--- src/rtl/video_timing_gen.sv ---
// rtl/video_timing_gen.sv - raster timing generator (HSYNC/VSYNC/DE/X/Y/FRAME_START); optional colour bars under VIDEO_PATTERN_EN
`timescale 1ns/1ps
module video_timing_gen #(
    parameter int H_ACTIVE = 640,
    parameter int H_FP     = 16,
    parameter int H_SYNC   = 96,
    parameter int H_BP     = 48,
    parameter int V_ACTIVE = 480,
    parameter int V_FP     = 10,
    parameter int V_SYNC   = 2,
    parameter int V_BP     = 33,
    parameter int SYNC_POL = 0,
    parameter int CNT_W    = 10
) (
    input  logic             CLK,
    input  logic             RST_n,
    input  logic             PX_EN,
    output logic             HSYNC,
    output logic             VSYNC,
    output logic             DE,
    output logic [CNT_W-1:0] X,
    output logic [CNT_W-1:0] Y,
    output logic             FRAME_START
`ifdef VIDEO_PATTERN_EN
    ,
    output logic [23:0]      RGB
`endif
);

    localparam int H_TOTAL = H_ACTIVE + H_FP + H_SYNC + H_BP;
    localparam int V_TOTAL = V_ACTIVE + V_FP + V_SYNC + V_BP;

    // Region boundaries sized to the counters; sync ends are inclusive so they never overflow CNT_W.
    localparam logic [CNT_W-1:0] H_LAST_C    = CNT_W'(H_TOTAL - 1);
    localparam logic [CNT_W-1:0] V_LAST_C    = CNT_W'(V_TOTAL - 1);
    localparam logic [CNT_W-1:0] H_ACT_C     = CNT_W'(H_ACTIVE);
    localparam logic [CNT_W-1:0] V_ACT_C     = CNT_W'(V_ACTIVE);
    localparam logic [CNT_W-1:0] H_SYNC_LO_C = CNT_W'(H_ACTIVE + H_FP);
    localparam logic [CNT_W-1:0] H_SYNC_HI_C = CNT_W'(H_ACTIVE + H_FP + H_SYNC - 1);
    localparam logic [CNT_W-1:0] V_SYNC_LO_C = CNT_W'(V_ACTIVE + V_FP);
    localparam logic [CNT_W-1:0] V_SYNC_HI_C = CNT_W'(V_ACTIVE + V_FP + V_SYNC - 1);
    localparam logic             SYNC_ON     = (SYNC_POL != 0);

    logic [CNT_W-1:0] h;
    logic [CNT_W-1:0] v;
    logic [CNT_W-1:0] h_nxt;
    logic [CNT_W-1:0] v_nxt;
    logic             h_wrap;
    logic             de_nxt;
    logic             hs_nxt;
    logic             vs_nxt;

    // Outputs are computed from the position the counters will hold after the edge,
    // so registered outputs line up with the counters with no extra latency.
    always_comb begin
        h_wrap = (h == H_LAST_C);
        h_nxt  = h_wrap ? '0 : h + CNT_W'(1);
        v_nxt  = v;
        if (h_wrap) begin
            v_nxt = (v == V_LAST_C) ? '0 : v + CNT_W'(1);
        end
        de_nxt = (h_nxt < H_ACT_C) && (v_nxt < V_ACT_C);
        hs_nxt = ((h_nxt >= H_SYNC_LO_C) && (h_nxt <= H_SYNC_HI_C)) ? SYNC_ON : ~SYNC_ON;
        vs_nxt = ((v_nxt >= V_SYNC_LO_C) && (v_nxt <= V_SYNC_HI_C)) ? SYNC_ON : ~SYNC_ON;
    end

    always_ff @(posedge CLK or negedge RST_n) begin
        if (!RST_n) begin
            h           <= H_LAST_C;
            v           <= V_LAST_C;
            HSYNC       <= ~SYNC_ON;
            VSYNC       <= ~SYNC_ON;
            DE          <= 1'b0;
            X           <= '0;
            Y           <= '0;
            FRAME_START <= 1'b0;
        end else begin
            FRAME_START <= PX_EN && h_wrap && (v == V_LAST_C);
            if (PX_EN) begin
                h     <= h_nxt;
                v     <= v_nxt;
                HSYNC <= hs_nxt;
                VSYNC <= vs_nxt;
                DE    <= de_nxt;
                X     <= de_nxt ? h_nxt : '0;
                Y     <= de_nxt ? v_nxt : '0;
            end
        end
    end

`ifdef VIDEO_PATTERN_EN
    localparam int               BAR_W   = (H_ACTIVE / 8 > 0) ? H_ACTIVE / 8 : 1;
    localparam logic [CNT_W-1:0] BAR_W_C = CNT_W'(BAR_W);

    logic [CNT_W-1:0] bar_div;
    logic [2:0]       bar_idx;
    logic [23:0]      bar_rgb;

    // Leftover columns when H_ACTIVE is not a multiple of 8 stay in the last bar.
    always_comb begin
        bar_div = h_nxt / BAR_W_C;
        bar_idx = (bar_div > CNT_W'(7)) ? 3'd7 : bar_div[2:0];
        case (bar_idx)
            3'd0:    bar_rgb = 24'hFFFFFF;
            3'd1:    bar_rgb = 24'hFFFF00;
            3'd2:    bar_rgb = 24'h00FFFF;
            3'd3:    bar_rgb = 24'h00FF00;
            3'd4:    bar_rgb = 24'hFF00FF;
            3'd5:    bar_rgb = 24'hFF0000;
            3'd6:    bar_rgb = 24'h0000FF;
            default: bar_rgb = 24'h000000;
        endcase
    end

    always_ff @(posedge CLK or negedge RST_n) begin
        if (!RST_n) begin
            RGB <= '0;
        end else if (PX_EN) begin
            RGB <= de_nxt ? bar_rgb : 24'h000000;
        end
    end
`endif

endmodule

--- config.mk ---
export PLATFORM = sky130hd
export DESIGN_NAME = video_timing_gen
export DESIGN_NICKNAME = d
export VERILOG_FILES = /design/src/rtl/video_timing_gen.sv
export SDC_FILE = /design/constraint.sdc
export NUM_CORES = 1
export LEC_CHECK = 0
export ABC_CLOCK_PERIOD_IN_PS = 3150
export CORE_MARGIN = 3
export CORE_UTILIZATION = 56
export DETAILED_ROUTE_END_ITERATION = 12
export PLACE_DENSITY = 0.79
export SYNTH_ARGS = -nofsm -noshare
export SYNTH_HDL_FRONTEND = slang
export SYNTH_SLANG_ARGS = --single-unit
--- constraint.sdc ---
create_clock -name CLK -period 3.15 [get_ports CLK]
set_input_delay 0.4725 -clock CLK [delete_from_list [all_inputs] [get_ports CLK]]
set_output_delay 0.4725 -clock CLK [all_outputs]
set_load 0.005 [all_outputs]
==> results of run 1 <==
cells in the mapped netlist (4+ instances only):
cell type,number,share of area [%]
dfstp_2,12,13
nand4_1,5,1.3
nor3_1,4,0.80
nand3_1,14,2.8
clkbuf_1,8,1.2
a21oi_1,5,1.0
xor2_1,4,1.4
inv_1,31,4.7
and3_1,7,1.8
nor2_1,9,1.4
dfrtp_1,32,32
nand2_1,30,4.5
xnor2_1,14,4.9
o22ai_1,18,4.5
and4_1,4,1.4
o21ai_0,21,4.2
ha_1,4,2.0
path summary, 6_finish.rpt:
check,depth (start not counted),slack [ps],from,to
setup reg to reg,8,550,h[0],X[4]
hold / removal,1,310,RST_n,Y[7]
min in group CLK,2,490,VSYNC,VSYNC
max in group asynchronous,1,2270,RST_n,X[0]
setup / recovery,8,550,h[0],X[4]
hold reg to reg,2,490,VSYNC,VSYNC
logic make-up after synthesis:
group                    after synthesis  synth area share, %
AND/OR/NAND/NOR                       93                 21.5
AO/OA/AOI/OAI                         60                 15.5
buffers and inverters                 49                 8.77
flip-flops                            44                 44.7
XOR/XNOR                              18                 6.32
adder cells (fa/ha/maj)                4                 2.01
multiplexers                           3                 1.20
power by group through the flow:
stage	Combinational, mW	Clock (mW)	Sequential, mW
after floorplan	0.341	0	0.783
after global placement	0.466	0	0.825
after detailed placement	0.474	0	0.827
after CTS	0.478	0.373	0.818
final	0.472	0.367	0.818
after global routing	0.538	0.397	0.839
through the flow:
| step | total power, mW | std cells | util [%] |
|---|---|---|---|
| 2_1_floorplan | 1.12 | 271 | - |
| 3_3_place_gp | 1.29 | 333 | 66.0 |
| 3_5_place_dp | 1.30 | 333 | 66.0 |
| 4_1_cts | 1.67 | 341 | 68.3 |
| 5_1_grt | 1.77 | 341 | 68.3 |
| 6_report | 1.66 | 341 | 68.3 |
per-layer routing:
metal  wire length [µm]  part of all wire (%)  vias to the layer above  GRT usage (%)
met2               2260                    44                       54           33.8
met5                  0                     0                        -              0
met3                228                   4.5                        9           3.72
met1               2510                    49                      945           31.0
met4                 81                   1.6                        0           8.61
li1                   -                     -                      970              -
worst max-delay path: stages, from the launching register on:
cell and delay, ps:
dfstp_2 590, ha_1 250, and3_1 270, nand4_2 140
nor3_2 260, xor2_1 150, o21ai_2 380, buf_4 290
o22ai_1 110
cell type report:
| type | count | share of cell area, % |
|---|---|---|
| flip-flops and latches | 44 | 39.5 |
| clock inverters | 2 | 0.354 |
| well taps | 50 | 2.21 |
| repair buffers | 30 | 9.91 |
| clock buffers | 6 | 2.92 |
| inverters | 31 | 4.11 |
| multi-input cells | 178 | 41.0 |
flip-flops by register name (all words and copies together) (netlist names):
name	flops
FRAME_START	1
X	10
HSYNC	1
h	10
v	10
Y	10
DE	1
VSYNC	1
==> summary.txt, run 1 <==
Power
  • Power per cell area: 586 nW/µm²
  • Internal power: 1.12 mW
  • Sequential share of power: 49.4%
  • Sw Ratio: 32.7%
  • LEAKAGE: 1.18 nW
  • Clock power frac: 22.1%
  • Combinational power share: 28.5%
  • Psw: 0.542 mW
  • Peak supply drop: 440 µV

Detailed routing
  • Via density: 5.80
  • WL/cell: 14.9 µm
  • Via count: 1978
  • First-pass DRT Iterations: 4
  • Final WL: 5.08 mm
  • Initial drt markers: 161
  • DRC Markers: 0
  • Post-DRT Antenna Nets: 0

Logic synthesis
  • Mean Syn Cell Area: 9.21 µm²
  • Seq/Total Area, Yosys: 44.7%
  • Post-Syn Nets: 278
  • Netlist cell types: 49
  • Ys Warns: 0
  • Cells after synthesis: 271
  • Seq cells post-synth: 44
  • Main flop type after synthesis: dfrtp_1
  • EDFF count, synth: 0
  • Asr flop ratio synth: 100%
  • Mapped Area: 2500 µm²

GRT
  • First-pass GRT wire length: 9.05 mm
  • Number of global-route vias before repair: 1874
  • Largest net degree at the start of global routing: 45
  • Initial antenna violation count: 0
  • Aggregate global-route resource usage: 22.0%
  • Gr ovfl total: 0

Floorplan
  • Die W: 72.8 µm
  • Std cell rows: 23
  • CORE AREA: 4140 µm²
  • I/O pins: 27
  • Starting density of the core: 60.2%
  • Die Ht: 72.8 µm
  • Die area: 5290 µm²

Critical path
  • Setup crit end kind: flop
  • Required @ worst endpoint: 3300 ps
  • CP startpoint kind: flop
  • WS Path Type: reg -> reg
  • Worst Path Arrival: 2750 ps
  • Crit-path max FO: 15

Clock tree
  • Clock tree root buffer cell: clkbuf_8
  • CTS tree: done
  • CTS Buffer Depth: 2
  • Worst-skew pair later-pin latency: 300 ps
  • Post-CTS sizing: 0
  • Num Clock Sinks: 44
  • Number of CTS-inserted buffers: 5
  • CTS clk-pin slew, worst paths: 80 ps
  • Post-CTS Hold Buffers: 0
  • Post-CTS setup buffer count: 0
  • Max H-tree Level: 2

STA
  • RSZ-0062 raised after global routing: no
  • Peak Freq: 0.384 GHz
  • Final Hold Fails: 0
  • Slew margin rel.: 38.4%
  • Layout Skew: 6.07 ps
  • Slew @ Worst Pin: 924 ps
  • Fin. max-slew vios: 0
  • Minimum clock period: 2600 ps
  • TNS Setup: 0 ps
  • Setup ws final: 549 ps
  • Final setup vio count: 0
  • Final hold slack: 305 ps
  • Final cycle utilization of the critical path: 82.6%

Place
  • DP Area: 2740 µm²
  • Port bufs: 26
  • RD Place Congestion: 0.830
  • Hpwl dp: 3.62 mm
  • Pre-CTS WS: 578 ps

Final layout
  • Ant diodes: 0
  • Most common cell after layout, fill and taps aside: dfrtp_1
  • Reg area: 1120 µm²
  • Layout cells sized above 1: 12.4%
  • Area growth syn-to-layout: 13.3%
  • Most frequent cells in the layout: 32 x dfrtp_1, 31 x inv_1, 30 x nand2_1
  • FILL cells: 349
  • Area occupied by multi-input gates: 1160 µm²
  • # nets final: 297
  • Final instance area: 2830 µm²

Run
  • Maxcap violations: 0

Min path
  • Worst min path class: in -> async

Outcome
  • Outcome: completed
Power figures use the tool's default switching activity.
==> inputs of run 2 (changes only) <==
- ABC_CLOCK_PERIOD_IN_PS: 3150 -> 2300
- CORE_UTILIZATION: 56 -> 51
- PLACE_DENSITY: 0.79 -> 0.76
- clock period: 3.15 -> 2.3 ns (I/O delays scaled with it)
==> run 2 against run 1 <==
  * Largest power group unchanged
  * Clock skew rose by 4.9 ps
  * Sequential cell count did not move
  * Clock power rose by 59%
  * Sequential share of layout area fell by 4.1 points
  * Critical path type unchanged
  * Power rose by 52%
  * Combinational power rose by 77%
  * First-iteration DRC count fell by 11%
==> summary.txt, run 2 (same netlist as run 1, synthesis figures left out) <==
Place
  • DP Area: 2990 µm²
  • RD Place Congestion: 0.907
  • Hpwl dp: 3.95 mm
  • Cell Count Post-Placement: 374
  • Port bufs: 26

Final layout
  • Layout cells sized above 1: 22.6%
  • Most frequent cells in the layout: 31 x inv_1, 30 x dfrtp_1, 30 x nand2_1
  • Final instance area: 3170 µm²
  • Area growth syn-to-layout: 26.9%
  • Ant diodes: 0
  • Non-filler cells, final: 383
  • # nets final: 324
  • FILL cells: 345
  • Most common cell after layout, fill and taps aside: inv_1
  • Final Core Density: 69.8%

GRT
  • Aggregate global-route resource usage: 20.2%
  • M2 GR Usage: 31.8%
  • First-pass GRT wire length: 9.48 mm
  • GR Util met3: 3.55%
  • Busiest grt layer: met2
  • Gr ovfl total: 0
  • Number of global-route vias before repair: 1968
  • Largest net degree at the start of global routing: 45
  • Met1 Usage GRT: 28.2%
  • Initial antenna violation count: 0

Critical path
  • Crit. Startpoint: h[9]
  • Reg2reg setup slack: 100 ps
  • Worst Path Arrival: 2370 ps
  • Required @ worst endpoint: 2470 ps
  • RR Endpoint: X[6]
  • FF-to-FF Start: h[9]
  • CP startpoint kind: flop
  • Setup crit end kind: flop
  • Crit-path max FO: 7
  • WS Path Type: reg -> reg
  • Reg2Reg Depth: 7

Min path
  • Worst min path class: in -> async

Clock tree
  • CTS tree: done
  • Clock tree root buffer cell: clkbuf_8
  • CTS Buffer Depth: 2
  • CTS clk-pin slew, worst paths: 80 ps
  • Num Clock Sinks: 44
  • Number of CTS-inserted buffers: 5
  • Worst-skew pair later-pin latency: 300 ps
  • Max H-tree Level: 2
  • Post-CTS Hold Buffers: 0

Detailed routing
  • Final WL: 5.56 mm
  • Post-DRT Antenna Nets: 0
  • WL/cell: 14.5 µm
  • Via density: 5.52
  • Initial drt markers: 143
  • DRC Markers: 0
  • First-pass DRT Iterations: 4
  • Via count: 2116

Floorplan
  • CORE AREA: 4530 µm²
  • Die area: 5770 µm²
  • Die W: 76.0 µm
  • Starting density of the core: 55.0%
  • I/O pins: 27
  • Die Ht: 76.0 µm
  • Std cell rows: 24

STA
  • Final cycle utilization of the critical path: 95.5%
  • Final Hold Fails: 0
  • Slew margin rel.: 70.2%
  • Layout Skew: 11.0 ps
  • Minimum clock period: 2200 ps
  • Slew @ Worst Pin: 447 ps
  • RSZ-0062 raised after global routing: yes
  • Fin. max-slew vios: 0
  • Peak Freq: 0.455 GHz
  • Final hold slack: 3.28 ps
  • Final setup vio count: 0

Power
  • LEAKAGE: 1.36 nW
  • Power per cell area: 794 nW/µm²
  • Peak supply drop: 425 µV

Run
  • Maxcap violations: 0

Outcome
  • Outcome: completed
-- run 2: area by class of cell --
type	instances	area, µm²	share of cell area (%)
Clock inverter	2	35.0	1.11
Timing Repair Buffer	57	524	16.6
Inverter	31	116	3.67
Sequential cell	44	1120	35.3
Clock buffer	6	72.6	2.29
Multi-Input combinational cell	178	1220	38.5
Tap cell	65	81.3	2.57
-- run 2: worst max-delay path by stage --
stage            to  slack (ps)  cells past startpoint
3_5_place_dp   X[2]         -90                      8
4_1_cts        X[4]          20                      8
5_1_grt        X[8]         -20                      8
6_report       X[6]         100                      7
3_3_place_gp   X[2]          30                      8
2_1_floorplan  X[0]          60                      9
-- run 2: metal layers --
metal / share of wire (%) / routed length (µm) / vias to the layer above
li1: - / - / 1022
met3: 4.8 / 264 / 11
met2: 49 / 2730 / 51
met5: 0 / 0 / -
met4: 1.5 / 83 / 0
met1: 45 / 2480 / 1032
-- run 2: per-stage QoR --
| step | total power [mW] | setup slack, ps | setup TNS, ps |
|---|---|---|---|
| finish | 2.51 | 104 | 0 |
| global route | 2.67 | -19.1 | -83.8 |
| detailed placement | 1.90 | -93.0 | -901 |
| floorplan | 1.54 | 56.3 | 0 |
| global placement | 1.88 | 26.1 | 0 |
| CTS | 2.50 | 19.3 | 0 |
-- run 2: what timing repair did --
action | in CTS | in global routing
gates resized for setup | 5 | 9
gates cloned | 0 | 0
endpoints found under the hold margin | 0 | 0
buffers inserted | 0 | 1
endpoints found under the setup margin | 19 | 20
pin swaps | 1 | 3
-- run 2: where the power goes --
part	leakage, nW	switching [mW]	internal, mW	total [mW]
clock network	0.0552	0.263	0.322	0.585
logic	0.755	0.383	0.450	0.834
registers	0.548	0.145	0.949	1.09
-- run 2: worst max-delay path, cell delays in order (launching register included) --
cell and delay (ps):
dfstp_2 610, and4b_2 300, nand4_1 160, xnor2_2 210, nand4_1 180, o21ai_4 330, buf_4 190, o22ai_1 70
